**config.mk**
```make
export PLATFORM = sky130hd
export DESIGN_NAME = fetch_ctrl_flat
export DESIGN_NICKNAME = d
export VERILOG_FILES = /design/src/rtl/fetch_ctrl_if.sv /design/src/rtl/fetch_ctrl.sv /design/src/flat_wrapper.sv
export SDC_FILE = /design/constraint.sdc
export NUM_CORES = 1
export LEC_CHECK = 0
export ABC_AREA = 1
export CORE_MARGIN = 2
export CORE_UTILIZATION = 42
export CTS_CLUSTER_SIZE = 25
export DETAILED_ROUTE_END_ITERATION = 8
export PLACE_DENSITY = 0.84
export RECOVER_POWER = 100
export SLEW_MARGIN = 10
export SYNTH_ARGS = -nofsm -noshare
export SYNTH_HDL_FRONTEND = slang
export SYNTH_SLANG_ARGS = --single-unit
export TNS_END_PERCENT = 5
```
**constraint.sdc**
```tcl
create_clock -name clk -period 3.1 [get_ports clk]
set_clock_uncertainty 0.15 [all_clocks]
set_input_delay 0.62 -clock clk [delete_from_list [all_inputs] [get_ports clk]]
set_output_delay 0.62 -clock clk [all_outputs]
set_load 0.1 [all_outputs]
```
**src/rtl/fetch_ctrl_if.sv**
```systemverilog
// Bus-side signal bundle of the fetch/sequencer block: w-bus input,
// ring state, instruction register view and the one-hot control word.
interface fetch_ctrl_if;
  logic [7:0] bus_in;
  logic [6:0] t_state;
  logic [7:0] ir;
  logic [3:0] ir_addr;
  logic       halt;
  logic       cp;
  logic       ep;
  logic       lm;
  logic       epr;
  logic       li;
  logic       ei;
  logic       la;
  logic       ea;
  logic       lb;
  logic       su;
  logic       eu;
  logic       lo;

  // Sequencer side: samples the bus, drives state and controls.
  modport master (
    input  bus_in,
    output t_state, ir, ir_addr, halt,
    output cp, ep, lm, epr, li, ei, la, ea, lb, su, eu, lo
  );

  // Datapath side: drives the bus, consumes state and controls.
  modport slave (
    output bus_in,
    input  t_state, ir, ir_addr, halt,
    input  cp, ep, lm, epr, li, ei, la, ea, lb, su, eu, lo
  );
endinterface

```
**src/rtl/fetch_ctrl.sv**
```systemverilog
// Instruction register and T-state ring sequencer for the 8-bit CPU.
// The ring is one-hot (T1..T7) with all-zero meaning HALT. Controls are a
// combinational decode of the registered ring and IR, forced low in reset.
module fetch_ctrl #(
  parameter int RING_W = 7,
  parameter int OP_W   = 4
) (
  input logic        clk,
  input logic        rst,
  fetch_ctrl_if.master bus
);

  typedef enum logic [RING_W-1:0] {
    S_HALT = 7'b0000000,
    S_T1   = 7'b0000001,
    S_T2   = 7'b0000010,
    S_T3   = 7'b0000100,
    S_T4   = 7'b0001000,
    S_T5   = 7'b0010000,
    S_T6   = 7'b0100000,
    S_T7   = 7'b1000000
  } state_t;

  localparam logic [OP_W-1:0] OP_LDA = 4'b0000;
  localparam logic [OP_W-1:0] OP_ADD = 4'b0011;
  localparam logic [OP_W-1:0] OP_SUB = 4'b0100;
  localparam logic [OP_W-1:0] OP_OUT = 4'b1110;
  localparam logic [OP_W-1:0] OP_HLT = 4'b1111;

  // Bit positions inside the packed control word.
  localparam int CP  = 11;
  localparam int EP  = 10;
  localparam int LM  = 9;
  localparam int EPR = 8;
  localparam int LI  = 7;
  localparam int EI  = 6;
  localparam int LA  = 5;
  localparam int EA  = 4;
  localparam int LB  = 3;
  localparam int SU  = 2;
  localparam int EU  = 1;
  localparam int LO  = 0;

  state_t           state_r;
  state_t           state_nxt;
  logic [7:0]       ir_r;
  logic [OP_W-1:0]  op_s;
  logic [11:0]      ctrl_s;
  logic [11:0]      ctrl_out_s;

  assign op_s = ir_r[7 -: OP_W];

  // Ring register: reset lands on T1, otherwise follow the decoded next state.
  always_ff @(posedge clk) begin
    if (rst) begin
      state_r <= S_T1;
    end else begin
      state_r <= state_nxt;
    end
  end

  // Instruction register: loaded from the w bus only in the T3 load cycle.
  always_ff @(posedge clk) begin
    if (rst) begin
      ir_r <= 8'h00;
    end else if (ctrl_s[LI]) begin
      ir_r <= bus.bus_in;
    end else begin
      ir_r <= ir_r;
    end
  end

  // Next ring position, including early return to T1 and entry into HALT.
  always_comb begin
    state_nxt = S_T1;
    case (state_r)
      S_T1: state_nxt = S_T2;
      S_T2: state_nxt = S_T3;
      S_T3: state_nxt = S_T4;
      S_T4: begin
        case (op_s)
          OP_LDA, OP_ADD, OP_SUB: state_nxt = S_T5;
          OP_HLT:                 state_nxt = S_HALT;
          default:                state_nxt = S_T1;
        endcase
      end
      S_T5: state_nxt = S_T6;
      S_T6: begin
        case (op_s)
          OP_ADD, OP_SUB: state_nxt = S_T7;
          default:        state_nxt = S_T1;
        endcase
      end
      S_T7:   state_nxt = S_T1;
      S_HALT: state_nxt = S_HALT;
      // Non-one-hot ring values fall back to T1.
      default: state_nxt = S_T1;
    endcase
  end

  // Control word decode; T5 is the idle cycle ahead of the registered ROM read.
  always_comb begin
    ctrl_s = 12'h000;
    case (state_r)
      S_T1: begin
        ctrl_s[EP] = 1'b1;
        ctrl_s[LM] = 1'b1;
      end
      S_T2: ctrl_s[CP] = 1'b1;
      S_T3: begin
        ctrl_s[EPR] = 1'b1;
        ctrl_s[LI]  = 1'b1;
      end
      S_T4: begin
        case (op_s)
          OP_LDA, OP_ADD, OP_SUB: begin
            ctrl_s[EI] = 1'b1;
            ctrl_s[LM] = 1'b1;
          end
          OP_OUT: begin
            ctrl_s[EA] = 1'b1;
            ctrl_s[LO] = 1'b1;
          end
          default: ctrl_s = 12'h000;
        endcase
      end
      S_T6: begin
        case (op_s)
          OP_LDA: begin
            ctrl_s[EPR] = 1'b1;
            ctrl_s[LA]  = 1'b1;
          end
          OP_ADD, OP_SUB: begin
            ctrl_s[EPR] = 1'b1;
            ctrl_s[LB]  = 1'b1;
          end
          default: ctrl_s = 12'h000;
        endcase
      end
      S_T7: begin
        ctrl_s[EU] = 1'b1;
        ctrl_s[LA] = 1'b1;
        ctrl_s[SU] = (op_s == OP_SUB) ? 1'b1 : 1'b0;
      end
      default: ctrl_s = 12'h000;
    endcase
  end

  // Reset masks every control so nothing loads on the reset edge.
  always_comb begin
    if (rst) begin
      ctrl_out_s = 12'h000;
    end else begin
      ctrl_out_s = ctrl_s;
    end
  end

  assign bus.t_state = state_r;
  assign bus.ir      = ir_r;
  assign bus.ir_addr = ir_r[3:0];
  assign bus.halt    = (state_r == S_HALT) ? 1'b1 : 1'b0;
  assign bus.cp      = ctrl_out_s[CP];
  assign bus.ep      = ctrl_out_s[EP];
  assign bus.lm      = ctrl_out_s[LM];
  assign bus.epr     = ctrl_out_s[EPR];
  assign bus.li      = ctrl_out_s[LI];
  assign bus.ei      = ctrl_out_s[EI];
  assign bus.la      = ctrl_out_s[LA];
  assign bus.ea      = ctrl_out_s[EA];
  assign bus.lb      = ctrl_out_s[LB];
  assign bus.su      = ctrl_out_s[SU];
  assign bus.eu      = ctrl_out_s[EU];
  assign bus.lo      = ctrl_out_s[LO];

endmodule

```
**src/flat_wrapper.sv**
```systemverilog
// flat-port wrapper written by rule: the top's interface ports become plain ports
module fetch_ctrl_flat 
#(
  parameter int RING_W = 7,
  parameter int OP_W   = 4
)
  (clk, rst, bus_bus_in, bus_t_state, bus_ir, bus_ir_addr, bus_halt, bus_cp, bus_ep, bus_lm, bus_epr, bus_li, bus_ei, bus_la, bus_ea, bus_lb, bus_su, bus_eu, bus_lo);
  fetch_ctrl_if bus_i ();
  input logic clk;
  input logic rst;
  input wire logic [$bits(bus_i.bus_in)-1:0] bus_bus_in;
  output wire logic [$bits(bus_i.t_state)-1:0] bus_t_state;
  output wire logic [$bits(bus_i.ir)-1:0] bus_ir;
  output wire logic [$bits(bus_i.ir_addr)-1:0] bus_ir_addr;
  output wire logic [$bits(bus_i.halt)-1:0] bus_halt;
  output wire logic [$bits(bus_i.cp)-1:0] bus_cp;
  output wire logic [$bits(bus_i.ep)-1:0] bus_ep;
  output wire logic [$bits(bus_i.lm)-1:0] bus_lm;
  output wire logic [$bits(bus_i.epr)-1:0] bus_epr;
  output wire logic [$bits(bus_i.li)-1:0] bus_li;
  output wire logic [$bits(bus_i.ei)-1:0] bus_ei;
  output wire logic [$bits(bus_i.la)-1:0] bus_la;
  output wire logic [$bits(bus_i.ea)-1:0] bus_ea;
  output wire logic [$bits(bus_i.lb)-1:0] bus_lb;
  output wire logic [$bits(bus_i.su)-1:0] bus_su;
  output wire logic [$bits(bus_i.eu)-1:0] bus_eu;
  output wire logic [$bits(bus_i.lo)-1:0] bus_lo;
  assign bus_i.bus_in = bus_bus_in;
  assign bus_t_state = bus_i.t_state;
  assign bus_ir = bus_i.ir;
  assign bus_ir_addr = bus_i.ir_addr;
  assign bus_halt = bus_i.halt;
  assign bus_cp = bus_i.cp;
  assign bus_ep = bus_i.ep;
  assign bus_lm = bus_i.lm;
  assign bus_epr = bus_i.epr;
  assign bus_li = bus_i.li;
  assign bus_ei = bus_i.ei;
  assign bus_la = bus_i.la;
  assign bus_ea = bus_i.ea;
  assign bus_lb = bus_i.lb;
  assign bus_su = bus_i.su;
  assign bus_eu = bus_i.eu;
  assign bus_lo = bus_i.lo;
  fetch_ctrl #(.RING_W(RING_W), .OP_W(OP_W)) u_core (.clk(clk), .rst(rst), .bus(bus_i));
endmodule
```
==> impl_summary.md <==
Status
The flow ran to the end, and the final reports show no timing, DRC or antenna violations.

CTS
The cts-stage hold buffer count is 0. The later pin in the worst-skew pair is clocked with a latency of 280 ps. The clock tree from TritonCTS is built.

The root buffer cell is sky130_fd_sc_hd__clkbuf_4. The setup fix buffers added after clock tree synthesis is 0. After clock tree synthesis, the repair step resized 0 gates. The number of buffers added by the clock tree synthesis step is 3. The maximum clock path buffer count is 2.

The number of H-tree levels is 1. The sink count of the clock tree is 15. After clock tree synthesis, the clock-pin slew on the worst setup and hold paths is 90 ps.

Drt
The detailed-route DRC error count is 0. The detail-routed via count per cell is 4.64. For this block, the routed nets add up to 2.09 mm of wire.

The number of detailed-route iterations in the first pass is 4. The number of DRC markers in iteration 0 is 20. The final route contains 927 vias. Once detail routing completed, the nets flagged for antenna violations numbered 0. The routed wire length per instance is 10.4 um.

Cells and area
The final layout contains 184 nets. The fraction of final layout cells with drive strength greater than 1 is 14.5%. Relative to the synthesized area, the layout overhead comes to 41.8%. The repair_antennas step left the layout with diodes totalling 0. The final non-filler cell total is 200. The final core area utilization is 61.8%.

Synth
The post-synth net total is 142. Yosys attributes the largest share of cell area to sky130_fd_sc_hd__dfxtp_1, sky130_fd_sc_hd__nor2_1, sky130_fd_sc_hd__nand2_1. Yosys printed 0 warnings. Synthesis inferred 15 register bits. After synthesis, the netlist uses 20 different library cells. The area share of the leading cell type in the synthesized netlist is 36.2%. The synthesized instance count is 132. The cell area that synthesis handed to floorplanning was 830 sq um. The largest total area in the synthesized netlist belongs to sky130_fd_sc_hd__dfxtp_1.

The post-synthesis area per instance is 6.28 sq um. The sequential-to-total area share from yosys stat is 36.2%.

Power
The static leakage is 0.546 nW. The overall power consumption is 0.567 mW. The power density normalized to cell area is 482 nW/um^2. The maximum VDD drop is 0.344 mV.

Critical path
The critical setup path kind is input port to primary output. The critical path buffer and inverter count is 3. In this run the critical register-to-register path is captured at u_core.bus.ir[0]. The slack of the worst reg-to-reg path is 1810 ps. The critical path goes through dlygate4sd3_1, inv_1, nand3_1, nor2_1, clkbuf_4.

The number of cells on the critical path is 5. The cell family contributing the most delay on the critical path is buffers and inverters. The signal arrival time at the worst endpoint is 2090 ps. Counting cells, the worst reg-to-reg path comes to 7. The largest single stage delay on the critical path is 550 ps. The standard cell with the maximum stage delay on the critical path is sky130_fd_sc_hd__dlygate4sd3_1. Of all nets on the critical path, the largest fanout is 8. STA classifies the critical path startpoint as an input port. The worst path required time is 2330 ps. STA classifies the critical path endpoint as a primary output. The worst reg2reg path startpoint is u_core.bus.t_state[4].

Timing
The final-report setup violation count is 0. At the pin with the least slew margin, the transition time is 1190 ps. The post-route clock period utilization is 92.1%.

Setup repair after global routing left no endpoint under its margin. The final total negative setup slack is 0 ps. For this run, the top clock speed supported by timing is 0.350 GHz. The minimum hold slack is 356 ps. Subtracting the final worst setup slack from the clock period gives 2860 ps.

The count of final hold-check violations is 0. The count of final max-slew check failures is 0. The normalized max-slew margin is 21.2%.

GRT
The first global-routing pass estimated 3.32 mm of wire. The via count of the first global-routing pass is 803. For this run, the total global-route usage over all layers was measured as 18.1%. The number of antenna violations at the first check in global routing was 0. The largest net degree at the start of global routing is 18. The overflow left after global routing is 0.

Min path
The worst hold path terminates at u_core.bus.ir[1]. In this run the most critical hold path is launched from u_core.bus.ir[1]. Along the worst hold path, the cell count comes to 2. The min-delay analysis places its worst path in the category flip-flop to flip-flop.

Floorplan
The height of the die is 48.4 um. In this run the horizontal extent of the chip is 48.4 um. The region available for standard cell placement spans 1900 sq um. The floorplan step defined a die boundary enclosing 2350 sq um.

The number of core rows is 16. During I/O placement, the number of pins put on the boundary was 42. The effective utilization at floorplan is 43.6%.

Placed design
The placed wire-length estimate after detailed placement is 1.73 mm. In this run, placement finished with an instance count of 196. Buffers placed on the I/O ports in this run total 41. At the end of routability-driven placement, the weighted congestion stood at 0.816.

Flow run
Across the run, the number of max-cap violations was 0.
-- registers in the layout (all words and copies together), names as in the netlist --
| register | count |
|---|---|
| u_core.bus.ir | 8 |
| u_core.bus.t_state | 7 |
-- tightest hold or removal path, stage by stage (launching register included) --
cell                      delay, ps
sky130_fd_sc_hd__dfxtp_1        330
sky130_fd_sc_hd__nor2_1         100
sky130_fd_sc_hd__nor2_1          50
-- placed cells by master (no fill, tap or decap) --
cell type and instances:
sky130_fd_sc_hd__nor2_1 35, sky130_fd_sc_hd__nand2_1 27, sky130_fd_sc_hd__clkbuf_1 23, sky130_fd_sc_hd__inv_1 17
sky130_fd_sc_hd__dfxtp_1 15, sky130_fd_sc_hd__o21ai_0 8, sky130_fd_sc_hd__clkdlybuf4s50_1 8, sky130_fd_sc_hd__buf_12 6
sky130_fd_sc_hd__a21oi_1 5, sky130_fd_sc_hd__nand3_1 4, sky130_fd_sc_hd__clkbuf_4 4, sky130_fd_sc_hd__clkbuf_2 4
sky130_fd_sc_hd__nand4_1 2, sky130_fd_sc_hd__inv_2 2, sky130_fd_sc_hd__nor3_2 2, sky130_fd_sc_hd__o21ai_2 2
sky130_fd_sc_hd__nor3_1 2, sky130_fd_sc_hd__nand2_2 1, sky130_fd_sc_hd__nor2_4 1, sky130_fd_sc_hd__nor2_2 1
sky130_fd_sc_hd__nand2_4 1, sky130_fd_sc_hd__o22ai_1 1, sky130_fd_sc_hd__dlygate4sd3_1 1, sky130_fd_sc_hd__buf_2 1
-- Yosys cell counts, drive strengths merged --
cell    instances
nor2           37
nor3            4
nand4           2
inv            19
nand3           4
dfxtp          15
clkbuf          1
a21oi           5
o22ai           1
nand2          29
buf             5
o21ai          10
-- layout make-up --
type / instances / area, sq um
multi-input cells: 92 / 419
well taps: 27 / 33.8
repair buffers: 43 / 325
flip-flops and latches: 15 / 300
fillers: 193 / 726
inverters: 19 / 71.3
clock buffers: 4 / 26.3
-- stage by stage --
step | worst slack (ps) | area, sq um
after floorplan | -454 | 848
after global placement | 449 | 1330
after detailed placement | 378 | 1330
after CTS | 375 | 1360
after global routing | 138 | 1180
final | 244 | 1180
-- report_power, final --
| part | total, mW | internal (mW) | switching, mW |
|---|---|---|---|
| logic | 0.245 | 0.0470 | 0.198 |
| clock network | 0.112 | 0.0499 | 0.0618 |
| registers | 0.211 | 0.202 | 0.00874 |
-- routing by layer --
layer	track usage, %	vias to the layer above	share of wire (%)
li1	-	485	-
met1	18.3	415	40
met2	35.4	23	54
met3	4.01	4	3.7
met4	7.14	0	1.7
met5	0	-	0
-- worst max path at each step --
stage | from | endpoint | slack, ps
2_1_floorplan | u_core.bus.t_state[5] | bus_la | -450
3_3_place_gp | rst | bus_ea | 450
3_5_place_dp | rst | bus_lo | 380
4_1_cts | rst | bus_lo | 380
5_1_grt | rst | bus_lo | 140
6_report | rst | bus_ei | 240
-- cells by family (layout without fill, tap and decap cells) --
group                  count (synthesis)  after routing  synth area share [%]
and+or+nand+nor                       76             76                  38.6
buffers and inverters                 25             66                  14.2
AOI/OAI and AO/OA                     16             16                  11.0
DFF                                   15             15                  36.2
Note: power is estimated with default switching activity, not from simulation.
==> RTL edit (same settings) <==
Make the reset (`rst`) asynchronous in 2 clocked blocks.
--- a/src/rtl/fetch_ctrl.sv
+++ b/src/rtl/fetch_ctrl.sv
@@ -53,3 +53,3 @@
   // Ring register: reset lands on T1, otherwise follow the decoded next state.
-  always_ff @(posedge clk) begin
+  always_ff @(posedge clk or posedge rst) begin
     if (rst) begin
@@ -62,3 +62,3 @@
   // Instruction register: loaded from the w bus only in the T3 load cycle.
-  always_ff @(posedge clk) begin
+  always_ff @(posedge clk or posedge rst) begin
     if (rst) begin
Behaviour: differs if rst is asserted again (counterexample within 4 cycles, from zero or initial values and one cycle with rst high); with rst held inactive, the same outputs for 10 cycles.
==> RTL edit against the original RTL <==
- wire length increased by 13%
- via count decreased by 0.76%
- sequential share of layout area increased by 5.2 points
- global-route usage increased by 1.5 points
- cell area increased by 4.1%
- synthesized area increased by 7.8%
- first-iteration DRC count unchanged
- worst setup slack got worse by 0.038 ns
- critical endpoint is now bus_ea
- count of clock-buffer cells in the layout unchanged
- highest routed layer unchanged
- hold slack improved by 0.011 ns
- sequential cell count unchanged
Power is not compared: it rests on default switching activity, and its combinational part moved more than twofold at a synthesized area within 25%.
==> RTL edit: results (changes against the original RTL) <==
Run status
  • Status: completed

Critical path
  • Critical path origin: rst
  • Critical Path End: bus_ea
  • Path depth of the worst reg2reg path: 6 (-1)
  • Crit path DAT: 2.12 ns (+0.03 ns)
  • Slowest CP cell: clkdlybuf4s50_1
  • Worst r2r src: u_core.bus.t_state[4]
  • Worst Path Max Fanout: 8 (unchanged)
  • Worst R2R Setup Slack: 1.22 ns (-0.59 ns)
  • CP max stage delay: 0.42 ns (-0.13 ns)
  • FF-to-FF End: u_core.bus.ir[6]

Final layout
  • Most common cell after layout, fill and taps aside: nand2_1
  • Max reg flops: 8 (unchanged)
  • # diodes: 0 (unchanged)
  • Nets: 182 (-1.1%)
  • Share of layout cells above drive strength 1: 0.1462 (+0.001690)
  • Finished Layout Cells: 198 (-1.0%)
  • Fill cells: 201 (+4.1%)

Synthesis
  • Top area cells in the synthesized netlist: dfrtp_1, nand2_1, nor2_1
  • Syn_nets: 140 (-1.4%)
  • Synthesized instance count: 130 (-1.5%)
  • Ys async rst share: 1.000 (+1.000)
  • Commonest cells post-synth: nand2_1, nor2_1, inv_1, dfrtp_1, inv_2
  • Sequential-to-total area share from yosys stat: 0.4210 (+0.05899)
  • Cell variety after synth: 21 (+5.0%)

Timing
  • Hold slack: 0.3668 ns (+0.01065 ns)
  • Worst slew pin tran: 1.173 ns (-0.01410 ns)
  • Final WS setup: 0.2058 ns (-0.03836 ns)

Clocking
  • Num CTS Buffers: 3 (unchanged)
  • Postcts setup bufs: 0 (unchanged)
  • Clock transition at the registers of the reported paths: 0.09 ns (about the same)
  • Clk root buf: clkbuf_4
  • Worst-Skew Late Latency: 0.28 ns (about the same)
  • H-Tree Depth: 1 (unchanged)
  • Clock buffer depth: 2 (unchanged)
  • CTS resizes: 0 (unchanged)

Drt
  • DR pass1 iterations: 4 (unchanged)
  • Drt initial violations: 20 (unchanged)
  • Vias: 920 (-0.76%)
  • Wirelength per Cell: 11.93 um (+14%)

Min path
  • WHS Endpoint: u_core.bus.ir[0]
  • Hold path depth: 2 (unchanged)
  • Worst Hold Class: reg -> reg
  • Hold_sp: u_core.bus.ir[0]

Global routing
  • GRT Util Overall: 0.1956 (+0.01494)
  • Pin count of the biggest net entering global routing: 12 (-6)
  • Global-route wire length before repair: 3.774 mm (+14%)
  • Initial antenna violation count: 0 (unchanged)
  • Vias in the first global route: 886 (+10%)

Place
  • DP Worst Slack: 0.2733 ns (-0.1049 ns)
  • Final HPWL DP: 1.925 mm (+11%)
  • PortBufs: 41 (unchanged)
  • Placed instance count: 194 (-1.0%)
  • RePlAce Congestion: 0.8715 (+6.9%)

Pwr
  • Leak: approximately 0.63 nW
## RTL edit: changes by cell type after synthesis, moves of 2 or more
cell	delta
a21oi_1	-3
dfrtp_1	+14
dfxtp_1	-15
inv_2	+3
nand2_1	+20
nor2_1	-15
nor2_2	+2
nor3_1	-3
nor4_1	+2
o21ai_0	-4
o21ai_1	-3
## RTL edit: cell type report
type | instances | area share
clock buffer | 4 | 0.02145
inverter | 21 | 0.06435
multi-input combinational | 88 | 0.3115
sequential | 15 | 0.3075
tap | 27 | 0.02758
timing repair buffer | 43 | 0.2676
## RTL edit: where the power goes
| part | leakage (nW) | switching (mW) | internal (mW) |
|---|---|---|---|
| logic | 0.452 | 0.00866 | 0.0111 |
| registers | 0.164 | 0 | 0.195 |
| clock network | 0.0150 | 0.0626 | 0.0499 |
## RTL edit: per-stage QoR
stage	setup TNS, ns	area (sq um)	total power [mW]
after floorplan	-2.557	930.9	0.2057
after global placement	0	1410	0.2197
after detailed placement	0	1410	0.2206
after CTS	0	1436	0.3316
after global routing	0	1225	0.3415
final	0	1225	0.3278
## RTL edit: per-layer routing
layer | vias up | share of wire | wire (um) | GRT usage
met3 | 4 | 0.057 | 134 | 0.03571
met5 | - | 0 | 0 | 0
li1 | 466 | - | - | -
met2 | 39 | 0.52 | 1226 | 0.3531
met4 | 0 | 0.017 | 41 | 0.08333
met1 | 411 | 0.41 | 960 | 0.2229
## RTL edit: kinds of logic after synthesis
logic type      after synthesis  synth area share
flops                        15            0.4210
simple gates                 83            0.4028
compound gates                5           0.03216
buf+inv                      27            0.1441
## RTL edit: worst max-delay path, delay by kind of cell
| kind | cells | cell delay [ns] |
|---|---|---|
| simple gates | 2 | 0.60 |
| buf+inv | 3 | 0.90 |
